## src/rtl/prbs_pkg.sv

```systemverilog
// Shared types, polynomial table and constants for the PRBS generator/checker.
package prbs_pkg;

    localparam int MAX_N = 31;

    typedef enum logic [1:0] {
        PRBS7  = 2'd0,
        PRBS15 = 2'd1,
        PRBS23 = 2'd2,
        PRBS31 = 2'd3
    } prbs_mode_e;

    typedef enum logic {
        HUNT   = 1'b0,
        LOCKED = 1'b1
    } lock_state_e;

    function automatic logic [4:0] prbs_len(prbs_mode_e m);
        case (m)
            PRBS7:   return 5'd7;
            PRBS15:  return 5'd15;
            PRBS23:  return 5'd23;
            default: return 5'd31;
        endcase
    endfunction

    function automatic logic [4:0] prbs_tap(prbs_mode_e m);
        case (m)
            PRBS7:   return 5'd6;
            PRBS15:  return 5'd14;
            PRBS23:  return 5'd18;
            default: return 5'd28;
        endcase
    endfunction

endpackage

```

## src/rtl/prbs_gen_chk_step.sv

```systemverilog
// Combinational W-step advance of a 31-bit PRBS register. With FEED=0 the
// feedback bit is shifted in (generator); with FEED=1 the received bit is.
module prbs_lfsr_step
    import prbs_pkg::*;
#(
    parameter int W    = 8,
    parameter bit FEED = 1'b0
) (
    input  logic [1:0]       mode,
    input  logic [MAX_N-1:0] state,
    input  logic [W-1:0]     din,
    output logic [MAX_N-1:0] next_state,
    output logic [W-1:0]     bits
);

    logic [4:0]       n_len;
    logic [4:0]       t_tap;
    logic [MAX_N-1:0] s;
    logic             fb;

    assign n_len = prbs_len(prbs_mode_e'(mode));
    assign t_tap = prbs_tap(prbs_mode_e'(mode));

    always_comb begin
        s    = state;
        bits = '0;
        fb   = 1'b0;
        for (int unsigned i = 0; i < W; i++) begin
            fb      = s[n_len - 5'd1] ^ s[t_tap - 5'd1];
            bits[i] = fb;
            s       = {s[MAX_N-2:0], (FEED ? din[i] : fb)};
        end
        next_state = s;
    end

endmodule

```

## config.mk

```make
export PLATFORM = sky130hd
export DESIGN_NAME = prbs_lfsr_step
export DESIGN_NICKNAME = d
export VERILOG_FILES = /design/src/rtl/prbs_pkg.sv /design/src/rtl/prbs_gen_chk_step.sv
export SDC_FILE = /design/constraint.sdc
export NUM_CORES = 1
export LEC_CHECK = 0
export CAP_MARGIN = 20
export CORE_ASPECT_RATIO = 0.6
export CORE_MARGIN = 2
export CORE_UTILIZATION = 32
export DETAILED_ROUTE_END_ITERATION = 8
export PLACE_DENSITY = 0.88
export SYNTH_ARGS = -nofsm -noshare
export SYNTH_HDL_FRONTEND = slang
export SYNTH_SLANG_ARGS = --single-unit
```

## constraint.sdc

```tcl
create_clock -name vclk -period 2.2
set_input_delay 0.33 -clock vclk [all_inputs]
set_output_delay 0.33 -clock vclk [all_outputs]
set_load 0.01 [all_outputs]
```

==> metrics <==
simple-gate share of the synthesized area 0; total congestion overflow 0; Die W 66.1 um; Cells after Synth 63; FF+latch count 0; adder-cell share of the synthesized area 0; slew margin rel. 0.870; startpoint types input port; number of global-route vias before repair 703; Post-Route Setup TNS 0 ns; final slew viol count 0; fin crit share 0.987; multiplexer area fraction after synthesis 0.497; total core area 2180 um^2; Max IR drop VDD 0.118 mV; Critical Path RT 1.87 ns; drt initial violations 14; sequential element share of the synthesized area 0; CP Capture Type output pin; Tot GR Track Use 0.174; CP arrival 1.84 ns; CP startpoint mode[0]; Pleak 0.551 nW; # nets final 154; DRC 0; first-pass GRT wire length 3420 um; GPL Wtd Cong 0.740; detailed placement HPWL 2030 um; die area 2730 um^2; Max stage delay on crit path 0.53 ns; crit-path max FO 8; maximum clock frequency 461 MHz; WL/cell 16.8 um; Post-Syn Nets 104; status finished clean; Final Hold Violating Endpoints 0; die height 41.3 um; Seq. cell area 0 um^2; Hold Slack 1.46 ns; Power Density 279 nW/um^2; Unique masters post-synth 8; final antenna-violating net count 0; Synth Cell Area 741 um^2; CLK BUF 0; Avg Vias per Cell 4.74; Hold Crit Start mode[0]; total I/O pin count 80; Synth top area share 0.324; post-CTS setup buffers 0; post-layout min period 2.17 ns; DR pass1 iterations 3; MaxCap Viol Count 0; Setup Crit Path Kind in2out; largest net degree at the start of global routing 16; Hold WC Path Type in2out; Starting Density 0.340; Synth area leader buf_4; number of diodes 0; via count 668; top post-synthesis cells by area buf_4 32%, mux4_2 24%, mux4_1 21%, xor2_1 13%, mux2i_1 4.1%; Mapped Avg Cell Area 11.8 um^2; largest family of logic cells by synthesized area multiplexers; Place WS -0.562 ns; XOR/XNOR Fraction of Synth Area 0.130; Setup-failing EPs final 0; CP max stage cell mux4_2; port bufs 72; RSZ-0062 raised after global routing yes; layout cells sized above 1 0.297; complex-gate fraction of the synthesized area 0; Synth warnings 0; worst slew pin tran 0.189 ns; row count 13; Layout area overhead 85.5%; initial antenna violation count 0; critical path, cell by cell clkdlybuf4s15_2 > bufbuf_16 > mux4_2 > xor2_2 > dlygate4sd2_1; final WL 2370 um; final worst setup slack 0.0290 ns
## worst max-delay path, delay by kind of cell
| kind | cells | cell delay (ns) |
|---|---|---|
| xor+xnor | 1 | 0.19 |
| mux | 1 | 0.53 |
| buf+inv | 3 | 0.79 |
## Yosys cell counts
cell	count
buf_6	1
mux4_2	8
mux2i_1	3
xor2_1	11
buf_4	32
buf_2	1
buf_12	1
mux4_1	6
## timing repair
| item | 4_1_cts | 5_1_grt |
|---|---|---|
| cloned | 1 | 0 |
| setup endpoints to repair | 16 | 7 |
| hold buffers | 0 | 0 |
| resized for setup | 43 | 3 |
| pin swaps | 2 | 0 |
## worst paths after layout
| path | to | slack (ns) | cells after the start |
|---|---|---|---|
| worst min-delay path | next_state[1] | 1.46 | 5 |
| worst max-delay path | next_state[6] | 0.03 | 5 |
## routing by layer
layer,track usage,routed length (um)
met2,0.345,1180
met4,0.0255,26
met3,0.0220,162
met1,0.215,997
met5,0,0
## metrics by stage
step / util / cell area, um^2 / std cells / total power, W
floorplan: - / 741 / 63 / 0.000216
global placement: 0.607 / 1320 / 140 / 0.000393
detailed placement: 0.607 / 1320 / 140 / 0.000402
CTS: 0.630 / 1370 / 141 / 0.000386
global route: 0.630 / 1370 / 141 / 0.000409
finish: 0.630 / 1370 / 141 / 0.000384
## cells in the final DEF (no fill, tap or decap)
cell type        netlist  final
buf_12                 1      2
dlygate4sd2_1          0      6
buf_4                 32      8
bufbuf_16              0      1
buf_2                  1      2
clkdlybuf4s15_1        0      5
clkdlybuf4s50_1        0     54
xor2_1                11      6
clkdlybuf4s15_2        0      5
xor2_2                 0      5
mux4_1                 6      4
mux2i_1                3      3
mux4_2                 8     10
## area by class of cell
type                       instances  area [um^2]
multi-input combinational         28          494
timing repair buffer              83          842
fill                             194          806
tap                               30         37.5
## power by group
part / switching (W) / internal, W
sequential: 0 / 0
clock: 0 / 0
combinational: 0.000150 / 0.000234
## cell families (layout without fill, tap and decap cells)
| group | after synthesis | after routing |
|---|---|---|
| xor gates and xnor gates | 11 | 11 |
| buffers and inverters | 35 | 83 |
| muxes | 17 | 17 |
(Power assumes the default switching activity.)
